`config.mk`:
```
export PLATFORM = sky130hd
export DESIGN_NAME = ladybird_bus_arbiter
export DESIGN_NICKNAME = d
export VERILOG_FILES = /design/src/rtl/ladybird_bus_arbiter.sv
export SDC_FILE = /design/constraint.sdc
export NUM_CORES = 1
export LEC_CHECK = 0
export ABC_AREA = 0
export ABC_CLOCK_PERIOD_IN_PS = 6400
export CAP_MARGIN = 40
export CORE_ASPECT_RATIO = 0.9
export CORE_MARGIN = 10
export CORE_UTILIZATION = 27
export DETAILED_ROUTE_END_ITERATION = 16
export MAX_ROUTING_LAYER = met4
export PLACE_DENSITY = 0.88
export SKIP_CTS_REPAIR_TIMING = 1
export SYNTH_ARGS = -nofsm -noshare
export SYNTH_HDL_FRONTEND = slang
export SYNTH_SLANG_ARGS = --single-unit
```
`constraint.sdc`:
```
create_clock -name clk -period 6.4 [get_ports clk]
set_input_delay 1.28 -clock clk [delete_from_list [all_inputs] [get_ports clk]]
set_output_delay 1.28 -clock clk [all_outputs]
set_load 0.02 [all_outputs]
```
`src/rtl/ladybird_bus_arbiter.sv`:
```
// Round-robin arbiter sharing one peripheral target among N_REQ primaries, with an
// in-order ID FIFO that steers load return data back to the primary that issued it.
module ladybird_bus_arbiter #(
  parameter int N_REQ     = 2,
  parameter int MAX_OUTST = 4
) (
  input  logic                         clk,
  input  logic                         nrst,
  input  logic [N_REQ-1:0]             m_req,
  input  logic [N_REQ*32-1:0]          m_addr,
  input  logic [N_REQ*32-1:0]          m_wdata,
  input  logic [N_REQ*4-1:0]           m_wstrb,
  output logic [N_REQ-1:0]             m_gnt,
  output logic [N_REQ-1:0]             m_rdgnt,
  output logic [31:0]                  m_rdata,
  output logic                         s_req,
  output logic [31:0]                  s_addr,
  output logic [31:0]                  s_wdata,
  output logic [3:0]                   s_wstrb,
  input  logic                         s_gnt,
  input  logic                         s_rdgnt,
  input  logic [31:0]                  s_rdata,
  output logic [$clog2(MAX_OUTST):0]   outst_cnt,
  output logic                         err_unexp
);

  localparam int IDW = $clog2(N_REQ);
  localparam int PW  = $clog2(MAX_OUTST);

  logic [IDW-1:0]   rr_ptr;
  logic [IDW-1:0]   sel;
  logic [IDW-1:0]   lock_id;
  logic [IDW-1:0]   head_id;
  logic             locked;
  logic             found;
  logic [IDW-1:0]   fifo_mem [MAX_OUTST];
  logic [PW-1:0]    wr_ptr;
  logic [PW-1:0]    rd_ptr;
  logic [PW:0]      count;
  logic             fifo_full;
  logic             fifo_empty;
  logic [N_REQ-1:0] eligible;
  logic             accept;
  logic             push;
  logic             pop;

  function automatic logic [IDW-1:0] wrap_idx(input logic [IDW-1:0] base, input int off);
    int s;
    s = int'(base) + off;
    if (s >= N_REQ) s = s - N_REQ;
    return IDW'(s);
  endfunction

  assign fifo_full  = (count == (PW+1)'(MAX_OUTST));
  assign fifo_empty = (count == '0);

  always_comb begin
    eligible = '0;
    for (int k = 0; k < N_REQ; k++) begin
      eligible[k] = m_req[k] & ((m_wstrb[4*k +: 4] != 4'b0) | ~fifo_full);
    end
  end

  // A request left waiting on s_gnt keeps its slot even if a pop makes an
  // earlier-priority load eligible in the meantime.
  always_comb begin
    sel   = rr_ptr;
    found = 1'b0;
    for (int i = 0; i < N_REQ; i++) begin
      if (!found && eligible[wrap_idx(rr_ptr, i)]) begin
        sel   = wrap_idx(rr_ptr, i);
        found = 1'b1;
      end
    end
    if (locked && eligible[lock_id]) sel = lock_id;
  end

  assign s_req  = |eligible;
  assign accept = s_req & s_gnt;
  assign push   = accept & (s_wstrb == 4'b0);
  assign pop    = s_rdgnt & ~fifo_empty;

  always_comb begin
    s_addr  = '0;
    s_wdata = '0;
    s_wstrb = '0;
    if (s_req) begin
      s_addr  = m_addr[int'(sel)*32 +: 32];
      s_wdata = m_wdata[int'(sel)*32 +: 32];
      s_wstrb = m_wstrb[int'(sel)*4 +: 4];
    end
  end

  assign head_id = fifo_mem[rd_ptr];

  always_comb begin
    m_gnt   = '0;
    m_rdgnt = '0;
    if (accept) m_gnt[sel] = 1'b1;
    if (pop) m_rdgnt[head_id] = 1'b1;
  end

  assign m_rdata   = s_rdata;
  assign outst_cnt = count;

  always_ff @(posedge clk or negedge nrst) begin
    if (!nrst) begin
      rr_ptr    <= '0;
      wr_ptr    <= '0;
      rd_ptr    <= '0;
      count     <= '0;
      err_unexp <= 1'b0;
      locked    <= 1'b0;
      lock_id   <= '0;
      for (int i = 0; i < MAX_OUTST; i++) fifo_mem[i] <= '0;
    end else begin
      if (accept) rr_ptr <= (int'(sel) == N_REQ-1) ? '0 : sel + 1'b1;
      locked  <= s_req & ~s_gnt;
      lock_id <= sel;
      if (push) begin
        fifo_mem[wr_ptr] <= sel;
        wr_ptr           <= wr_ptr + 1'b1;
      end
      if (pop) rd_ptr <= rd_ptr + 1'b1;
      if (push && !pop) count <= count + 1'b1;
      else if (pop && !push) count <= count - 1'b1;
      if (s_rdgnt && fifo_empty) err_unexp <= 1'b1;
    end
  end

endmodule

```
Word-level counts from Yosys, hierarchy flattened
Index checks and enable logic that the tools add are counted.
{ "totals": {"regBits": 15, "in_bits": 174, "output_inout_bits": 109, "wordCells": 95} }
{ "op_classes": {"add_sub_neg": 8, "n_lt_le_gt_ge": 12, "eq_ne": 1, "n_shift": 3, "n_mux": 30, "bitwise_logic": 13, "n_reduce_logical": 17} }
{ "ops": {"columns": ["cell", "count"], "rows": [
  ["$shiftx A64 B7 Y32", 2],
  ["$mux W32", 2],
  ["$mux W1", 18],
  ["$lt A1 B2 Y1 const B", 5],
  ["$logic_and A1 B1 Y1", 8],
  ["$reduce_bool A4 Y1", 2],
  ["$shiftx A8 B4 Y4", 1],
  ["$and A1 B1 Y1", 6],
  ["$ge A3 B3 Y1 const B", 2],
  ["$mux W3", 2],
  ["$not A2 Y3", 2],
  ["$add A2 B1 Y2 const B", 2],
  ["$bwmux W4", 1],
  ["$logic_not A4 Y1", 1],
  ["$mux W2", 2],
  ["$mux W4", 1],
  ["$add A3 B1 Y3 const B", 1],
  ["$eq A3 B3 Y1 const B", 1],
  ["$logic_not A1 Y1", 3],
  ["$logic_not A3 Y1", 1],
  ["$lt A3 B1 Y1 const B", 1],
  ["$not A1 Y1", 3],
  ["$sub A3 B1 Y3 const B", 1],
  ["$add A1 B1 Y2 const B", 1],
  ["other kinds (11)", 15]
]} }

Longest topological paths before layout
Gate-level depths: netlist of run 1.
{ "depth": {"ltp_word": 19, "ltp_mapped": 15, "mapped_depth_nobuf": 12} }

Worst setup path before layout of run 1
OpenSTA, ideal clock, no wires.
{ "synth_path": {"path_kind": "input port to output port", "start": "in m_wstrb[5]", "end": "out s_addr[0]", "arrival_time_ps": 3155, "path_slack_ps": 1965, "path_stages": 7, "n_path_buf": 2, "path_cell_list": "or4_1 > o221a_1 > o221ai_1 > buf_2 > buf_4 > nand2_1 > a21oi_1"} }
{ "synth_between": {"elab_chain_cells": 12, "elab_cells_between_ends": 19} }
{ "synth_lines": {"columns": ["element", "line_no", "source"], "rows": [
  ["start, declared", "12", "input logic [N_REQ*4-1:0] m_wstrb,"],
  ["$reduce_bool A4 Y1 *", "60", "eligible[k] = m_req[k] & ((m_wstrb[4*k +: 4] != 4'b0) | ~fifo_full);"],
  ["$or A1 B1 Y1 *", "60", null],
  ["$and A1 B1 Y1 *", "60", null],
  ["$mux W1 (not written as such) (2 in a row)", "70", "if (!found && eligible[wrap_idx(rr_ptr, i)]) begin"],
  ["$mux W1", "70", null],
  ["$logic_not A1 Y1", "70", null],
  ["$logic_and A1 B1 Y1", "70", null],
  ["$mux W1", "70", null],
  ["$mux W1", "75", "if (locked && eligible[lock_id]) sel = lock_id;"],
  ["$shiftx A64 B7 Y32", "88", "s_addr = m_addr[int'(sel)*32 +: 32];"],
  ["$mux W32 *", "87", "if (s_req) begin"],
  ["end, declared", "17", "output logic [31:0] s_addr,"]
]} }
Every way passes the cells marked *; elsewhere a longest branch is shown, timed or not. The select of a mux whose other input is x is not followed.

Final worst setup path of run 1
{ "layout_path": {"start": "in m_wstrb[5]", "end": "out s_addr[16]"} }
The elaborated chain is that of the path after synthesis.

==> impl_metrics.ini, run 1 <==
[run_status]
status = finished clean

[power_and_ir_drop]
p_comb_share_pct = 73.9
clockPowerShare_pct = 8.7
power.density_mw_per_mm2 = 220
p_switching_mw = 0.416
p_int_mw = 0.500
p_leak_nw = 1.67
p_sw_share_pct = 45.4
seqPwrFrac_pct = 17.4
peakVddDrop_mv = 0.147
power.total_mw = 0.916

[timing]
slew_violations = 0
fmax_mhz = 179
max_slew.worst_pin.slew_ns = 0.756
hold_viol_final = 0
fin_setup_tns_ns = 0
finalCritPeriodShare_pct = 87.3
fin_crit_ns = 5.59
slew_headroom_pct = 49.2
holdWs_ns = 0.480
rsz0062_at_grt = no
setup_violations = 0
worst_clock_skew_ns = 0.00653

[global_route]
track_usage_pct = 19.0
grt_use_met2_pct = 34.3
busiest_layer = met2
antenna_found_initial = 0
overflow = 0
grt_pass1_vias = 3015
grt_pass1_wl_mm = 17.0
grtUsageMet3_pct = 3.92
use_met1_pct = 20.9
grt_max_degree = 49

[synth]
synth_cell_types = 38
syn_inst = 343
synth.most_common_cell = nand2_1
synth_area_mm2 = 0.00208
async_flop_share_pct = 100
synthSimpleGateAreaFrac_pct = 30.7
avgSynthCellArea_um2 = 6.06
syn_nets = 523
ys_top_cells_by_count = nand2_1 (137), a21oi_1 (68), buf_4 (40), dfrtp_1 (15), clkbuf_1 (12)
synthTopCellsByArea = nand2_1 (25%), dfrtp_1 (18%), a21oi_1 (16%)
synth_top_area_cell = nand2_1
yosys_most_used_dff = dfrtp_1
yosysSeqAreaShare_pct = 18.1
synth-compound-area-share_pct = 22.9
synth_enable_flop_cells = 0
synth_top_family_by_area = simple AND/OR/NAND/NOR gates
ys_ff_latch = 15
synth_xor_area_share_pct = 2.53
muxShareOfSynthArea_pct = 2.35
yosysWarnings = 0
synth_top_area_share_pct = 24.7
synth-adder-area-share_pct = 3.97

[finish]
drive_gt1_share_pct = 4.87
synthToLayoutAreaGrowth_pct = 100
final_cell_area_mm2 = 0.00416
finalNetCount = 694
antennaDiodeCount = 0
post_layout_nonfiller_instances = 609
n_fill_cell = 685

[critical_path]
cp.arrival_ns = 4.31
path_class = in -> out
endpoint_kind = primary output
cp-start-kind = primary input
crit_required_ns = 5.12
path_max_fanout = 42

[routing]
wirelength_mm = 12.1
wl_per_cell_um = 19.9
drtAntennaViolNets = 0
drc = 0
vias = 3004
vias_per_cell = 4.93
drt_iter0_drc = 216
dr.pass1.iters = 4

[floorplan]
die_y_um = 103
dieArea_mm2 = 0.0116
rows = 30
coreArea_mm2 = 0.00751
die-width_um = 112
start_util_pct = 27.7
io_pins = 283

[min_path]
min_path_type = reg -> reg

[clocking]
cts-root-buf = clkbuf_8
cts_tree = yes
clock-sinks = 15
clkLatencyLatePin_ns = 0.26
cts.clk_slew.worst_paths_ns = 0.07
cts_max_level = 1
cts_buffer_depth = 2
cts_buffers = 3

[job]
maxCapViolations = 0

[placement]
hpwl_mm = 10.1
numPortBuffers = 218
placed_area_mm2 = 0.00411
place_inst = 605
gp_congestion = 0.885
-- metrics by stage --
stage               utilization (%)  setup slack (ns)
finish                         55.4             0.812
global route                   55.4             0.674
CTS                            55.4             0.827
detailed placement             54.7             0.818
global placement               54.7             0.918
floorplan                         -              1.97
-- kinds of logic after synthesis --
group / count (synthesis)
AND/OR/NAND/NOR: 161
AO/OA/AOI/OAI: 88
buffers and inverters: 64
flip-flops: 15
XOR/XNOR: 6
adder cells (fa/ha/maj): 6
multiplexers: 3
-- metal layers --
metal	vias up	share of wire, %	wire, um
met2	156	53	6470
met3	29	6.9	830
met5	-	0	0
met4	0	2.1	259
li1	1430	-	-
met1	1389	38	4550
-- worst max-delay path: stages --
cell             delay [ns]
clkdlybuf4s50_1        0.44
or4_1                  0.65
o221a_1                0.30
o221ai_4               0.20
buf_4                  0.43
nand2_1                0.13
a21oi_1                0.21
clkdlybuf4s50_1        0.67
-- worst paths after layout --
check	from	end	slack, ns	cells past startpoint
max	m_wstrb[5]	s_addr[16]	0.81	8
min	err_unexp	err_unexp	0.48	1
max reg2reg	outst_cnt[1]	outst_cnt[1]	3.16	10
min reg2reg	err_unexp	err_unexp	0.48	1
max in group asynchronous	nrst	locked	4.54	1
min in group asynchronous	nrst	outst_cnt[1]	1.43	1
-- registers in the layout, summed over array words and instances (netlist names) --
register   count
outst_cnt      3
fifo_mem       4
rd_ptr         2
lock_id        1
locked         1
err_unexp      1
rr_ptr         1
wr_ptr         2
-- layout by cell type, fill, tap and decap left out, types with 2 or more instances in the layout --
cell type	count
ha_1	5
o21ai_0	8
xor2_1	3
a31oi_1	4
or4_1	2
dfrtp_1	15
buf_4	6
buf_12	5
nand2_1	137
clkdlybuf4s50_1	212
xnor2_1	3
nor2_1	11
nand3_1	4
inv_1	5
a21oi_1	68
clkbuf_8	3
-- cell type report --
class / instances / area, um^2 / area share, %
Inverter: 7 / 28.8 / 0.692
Multi-Input combinational cell: 264 / 1320 / 31.7
Timing Repair Buffer: 223 / 2270 / 54.5
Clock inverter: 1 / 7.51 / 0.181
Tap cell: 96 / 120 / 2.89
Sequential cell: 15 / 375 / 9.03
Clock buffer: 3 / 41.3 / 0.993
-- power by group through the flow --
stage / clock network, mW / registers, mW / logic (mW)
4_1_cts: 0.0813 / 0.160 / 0.685
3_3_place_gp: 0 / 0.157 / 0.664
2_1_floorplan: 0 / 0.168 / 0.355
5_1_grt: 0.0872 / 0.163 / 0.726
3_5_place_dp: 0 / 0.161 / 0.681
6_report: 0.0794 / 0.160 / 0.677
(Power assumes the default switching activity.)
==> inputs of run 2 (changes only) <==
--- a/config.mk
+++ b/config.mk
@@ -5,10 +5,9 @@
 export SDC_FILE = /design/constraint.sdc
 export NUM_CORES = 1
 export LEC_CHECK = 0
-export ABC_AREA = 0
 export ABC_CLOCK_PERIOD_IN_PS = 6400
 export CAP_MARGIN = 40
-export CORE_ASPECT_RATIO = 0.9
+export CORE_ASPECT_RATIO = 0.5
 export CORE_MARGIN = 10
 export CORE_UTILIZATION = 27
 export DETAILED_ROUTE_END_ITERATION = 16
==> impl_metrics.ini, run 2 (synthesized netlist as in run 1, its figures left out) <==
[run_status]
status = finished clean

[global_route]
grt_max_degree = 75
antenna_found_initial = 0
track_usage_pct = 17.2
grt_pass1_vias = 2749
grt_pass1_wl_mm = 15.7
overflow = 0

[finish]
synthToLayoutAreaGrowth_pct = 101
finalNetCount = 693
n_fill_cell = 642
largest_register = fifo_mem
final_cell_area_mm2 = 0.00417
antennaDiodeCount = 0
final_common_cell = clkdlybuf4s50_1
drive_gt1_share_pct = 3.91
largest_register_ffs = 4
regArea_um2 = 375
finish.utilization_pct = 56.3
multiInputGateArea_mm2 = 0.00132
final_cell_mix = clkdlybuf4s50_1 (216), nand2_1 (137), a21oi_1 (68)
post_layout_nonfiller_instances = 608

[critical_path]
crit_required_ns = 5.12
path_class = in -> out
path_cells = clkdlybuf4s50_1, or4_1, o221a_1, o221ai_4, buf_4, nand2_1, a21oi_1, clkdlybuf4s50_1
path_max_fanout = 74
cpMostUsedCell = clkdlybuf4s50_1
cp.arrival_ns = 4.43
endpoint_kind = primary output
slowest_stage = or4_1
crit_family = buffers and inverters
cp-start-kind = primary input
cpPeakStageDelay_ns = 0.64
cp_num_buf_inv = 3

[placement]
place_ws_ns = 0.681
gp_congestion = 0.948
hpwl_mm = 9.52
placed_area_mm2 = 0.00409
place_inst = 604
numPortBuffers = 218

[clocking]
cts.clk_slew.worst_paths_ns = 0.05
cts-root-buf = clkbuf_16
cts_tree = yes
cts_buffer_depth = 2
cts_max_level = 1
clock-sinks = 15
cts_buffers = 3
clkLatencyLatePin_ns = 0.25

[floorplan]
die_y_um = 82.0
coreArea_mm2 = 0.00740
die-width_um = 144
rows = 22
start_util_pct = 28.1
dieArea_mm2 = 0.0118
io_pins = 283

[timing]
slew_headroom_pct = 50.2
rsz0062_at_grt = no
fin_setup_tns_ns = 0
slew_violations = 0
max_slew.worst_pin.slew_ns = 0.740
worst_clock_skew_ns = 0.00445
hold_viol_final = 0
fmax_mhz = 175
finalCritPeriodShare_pct = 89.3
setup_violations = 0
worst_slack_ns = 0.685
fin_crit_ns = 5.71

[job]
maxCapViolations = 0

[min_path]
min_path_type = reg -> reg

[routing]
vias_per_cell = 4.72
drc = 0
wl_per_cell_um = 18.9
drtAntennaViolNets = 0
dr.pass1.iters = 4
wirelength_mm = 11.5
vias = 2869
drt_iter0_drc = 190

[power_and_ir_drop]
peakVddDrop_mv = 0.118
p_leak_nw = 1.67
power.density_mw_per_mm2 = 226
-- run 2: changes by cell type in the layout (fill, tap and decap cells not counted) --
| cell | before | now |
|---|---|---|
| clkdlybuf4s50_1 | 212 | 216 |
| buf_4 | 6 | 3 |
| clkbuf_16 | 0 | 3 |
| clkbuf_8 | 3 | 0 |
| buf_12 | 5 | 3 |
-- run 2: cell type report --
type	instances	area share, %
flip-flops and latches	15	9.00
multi-input cells	264	31.6
well taps	96	2.88
clock inverters	1	0.180
inverters	7	0.690
clock buffers	3	1.80
repair buffers	222	53.8
-- run 2: path summary, 6_finish.rpt --
path	start	endpoint	slack [ns]	cells after the start
min in group asynchronous	nrst	outst_cnt[0]	1.44	1
max reg2reg	outst_cnt[1]	outst_cnt[1]	2.92	10
max	m_wstrb[5]	s_addr[10]	0.69	8
min reg2reg	err_unexp	err_unexp	0.51	1
min	err_unexp	err_unexp	0.51	1
max in group asynchronous	nrst	lock_id	4.52	1
-- run 2: through the flow --
stage	total power, mW	hold slack, ns
4_1_cts	0.951	0.502
6_report	0.944	0.514
5_1_grt	1.00	0.501
2_1_floorplan	0.523	0.450
3_3_place_gp	0.811	0.440
3_5_place_dp	0.822	0.478
-- run 2: power by group --
| part | internal (mW) | switching, mW | total, mW |
|---|---|---|---|
| Clock | 0.0840 | 0.0373 | 0.121 |
| Sequential | 0.125 | 0.0356 | 0.161 |
| Combinational | 0.327 | 0.335 | 0.662 |
| Total | 0.537 | 0.407 | 0.944 |
-- run 2: layer usage --
| layer | track usage [%] | up-vias | routed length (um) |
|---|---|---|---|
| li1 | - | 1424 | - |
| met1 | 18.6 | 1318 | 4210 |
| met4 | 4.35 | 0 | 175 |
| met5 | - | - | 0 |
| met3 | 2.82 | 22 | 685 |
| met2 | 32.5 | 105 | 6390 |
==> inputs of run 3 (changes only) <==
--- a/config.mk
+++ b/config.mk
@@ -12,8 +12,7 @@
 export CORE_UTILIZATION = 27
 export DETAILED_ROUTE_END_ITERATION = 16
 export MAX_ROUTING_LAYER = met4
-export PLACE_DENSITY = 0.88
-export SKIP_CTS_REPAIR_TIMING = 1
+export PLACE_DENSITY_LB_ADDON = 0.25
 export SYNTH_ARGS = -nofsm -noshare
 export SYNTH_HDL_FRONTEND = slang
 export SYNTH_SLANG_ARGS = --single-unit
==> impl_metrics.ini, run 3 (synthesized netlist as in run 1, its figures left out) <==
[placement]
place_ws_ns = 0.734
gp_congestion = 0.860
placed_area_mm2 = 0.00408
hpwl_mm = 8.97
numPortBuffers = 218
place_inst = 604

[routing]
wl_per_cell_um = 18.2
drtAntennaViolNets = 0
drt_iter0_drc = 137
dr.pass1.iters = 4
wirelength_mm = 11.1
drc = 0
top_layer = met4
m1WireLength_mm = 3.94
wl_met2_mm = 6.11
vias = 2776
vias_per_cell = 4.57
wl_met3_um = 972

[timing]
hold_viol_final = 0
max_slew.worst_pin.slew_ns = 0.677
setup_violations = 0
fin_crit_ns = 5.67
fin_setup_tns_ns = 0
finalCritPeriodShare_pct = 88.6
fmax_mhz = 176
slew_headroom_pct = 54.4
worst_slack_ns = 0.728
rsz0062_at_grt = no
slew_violations = 0
worst_clock_skew_ns = 0.00645

[critical_path]
path_class = in -> out
timing.rr.end = outst_cnt[2]
cp.arrival_ns = 4.39
endpoint_kind = primary output
path_max_fanout = 43
ff2ff_setup_slack_ns = 2.98
crit_required_ns = 5.12
r2r-start = outst_cnt[0]
reg2reg_depth = 13
cp-start-kind = primary input

[power_and_ir_drop]
power.density_mw_per_mm2 = 224
peakVddDrop_mv = 0.274
p_leak_nw = 1.67

[floorplan]
io_pins = 283
rows = 22
die-width_um = 144
die_y_um = 82.0
dieArea_mm2 = 0.0118
coreArea_mm2 = 0.00740
start_util_pct = 28.1

[min_path]
worstHoldStart = err_unexp
whs_endpoint = err_unexp
min_path_cells = 1
min_path_type = reg -> reg

[run_status]
status = finished clean

[finish]
synthToLayoutAreaGrowth_pct = 100
largest_register = fifo_mem
final_common_cell = clkdlybuf4s50_1
post_layout_nonfiller_instances = 608
largest_register_ffs = 4
finalNetCount = 693
antennaDiodeCount = 0
final_cell_area_mm2 = 0.00416
final_cell_mix = clkdlybuf4s50_1 (218), nand2_1 (137), a21oi_1 (68)
drive_gt1_share_pct = 3.52

[clocking]
cts_max_level = 1
cts_buffers = 3
clkLatencyLatePin_ns = 0.25
cts_tree = yes
cts.clk_slew.worst_paths_ns = 0.05
cts-root-buf = clkbuf_16
post-cts-setup-buffers = 0
cts_hold_buf = 0
post_cts_resized = 0
cts_buffer_depth = 2
clock-sinks = 15

[global_route]
track_usage_pct = 16.6
overflow = 0
grt_pass1_wl_mm = 15.3
grt_max_degree = 67
grt_pass1_vias = 2660
antenna_found_initial = 0

[job]
maxCapViolations = 0
run 3: cell count changes in the layout (fill, tap and decap cells not counted):
| cell | delta |
|---|---|
| clkdlybuf4s50_1 | +2 |
| buf_4 | -1 |
| clkinvlp_4 | -1 |
| buf_12 | -1 |
| clkinv_2 | +1 |
run 3: worst max path at each step:
stage	startpoint	cells after the start	slack [ns]	to
2_1_floorplan	m_wstrb[5]	7	1.97	s_addr[0]
3_3_place_gp	m_wstrb[3]	9	0.73	s_wdata[29]
3_5_place_dp	m_wstrb[3]	9	0.73	s_wdata[29]
4_1_cts	m_wstrb[3]	9	0.73	s_wdata[22]
5_1_grt	m_wstrb[2]	9	0.50	s_addr[11]
6_report	m_wstrb[3]	9	0.73	s_wdata[22]
run 3: worst max-delay path, stage by stage:
cell,delay [ns]
clkdlybuf4s50_1,0.41
or4_1,0.67
o211ai_1,0.31
o221ai_4,0.29
inv_2,0.12
buf_4,0.38
nand2_1,0.12
a21oi_1,0.15
clkdlybuf4s50_1,0.63
run 3: through the flow:
stage	power [mW]	hold WS [ns]	utilization (%)
after floorplan	0.523	0.450	-
after global placement	0.811	0.441	55.1
after detailed placement	0.815	0.447	55.1
after CTS	0.943	0.458	56.2
after global routing	0.988	0.478	56.2
final	0.931	0.454	56.2
run 3: where the power goes:
group	switching, mW	internal (mW)
logic	0.328	0.325
clock network	0.0369	0.0833
registers	0.0330	0.125
total	0.398	0.534
run 3: per-layer routing:
metal | vias up | GRT usage, %
met1 | 1233 | 17.3
met4 | 0 | 1.62
met2 | 110 | 32.0
met3 | 10 | 4.72
met5 | - | -
li1 | 1423 | -
run 3: layout make-up:
class,count,area [um^2]
Inverter,7,28.8
Tap cell,96,120
Timing Repair Buffer,222,2240
Fill cell,694,3250
Sequential cell,15,375
Multi-Input combinational cell,264,1320
Clock buffer,3,75.1
Clock inverter,1,5.00
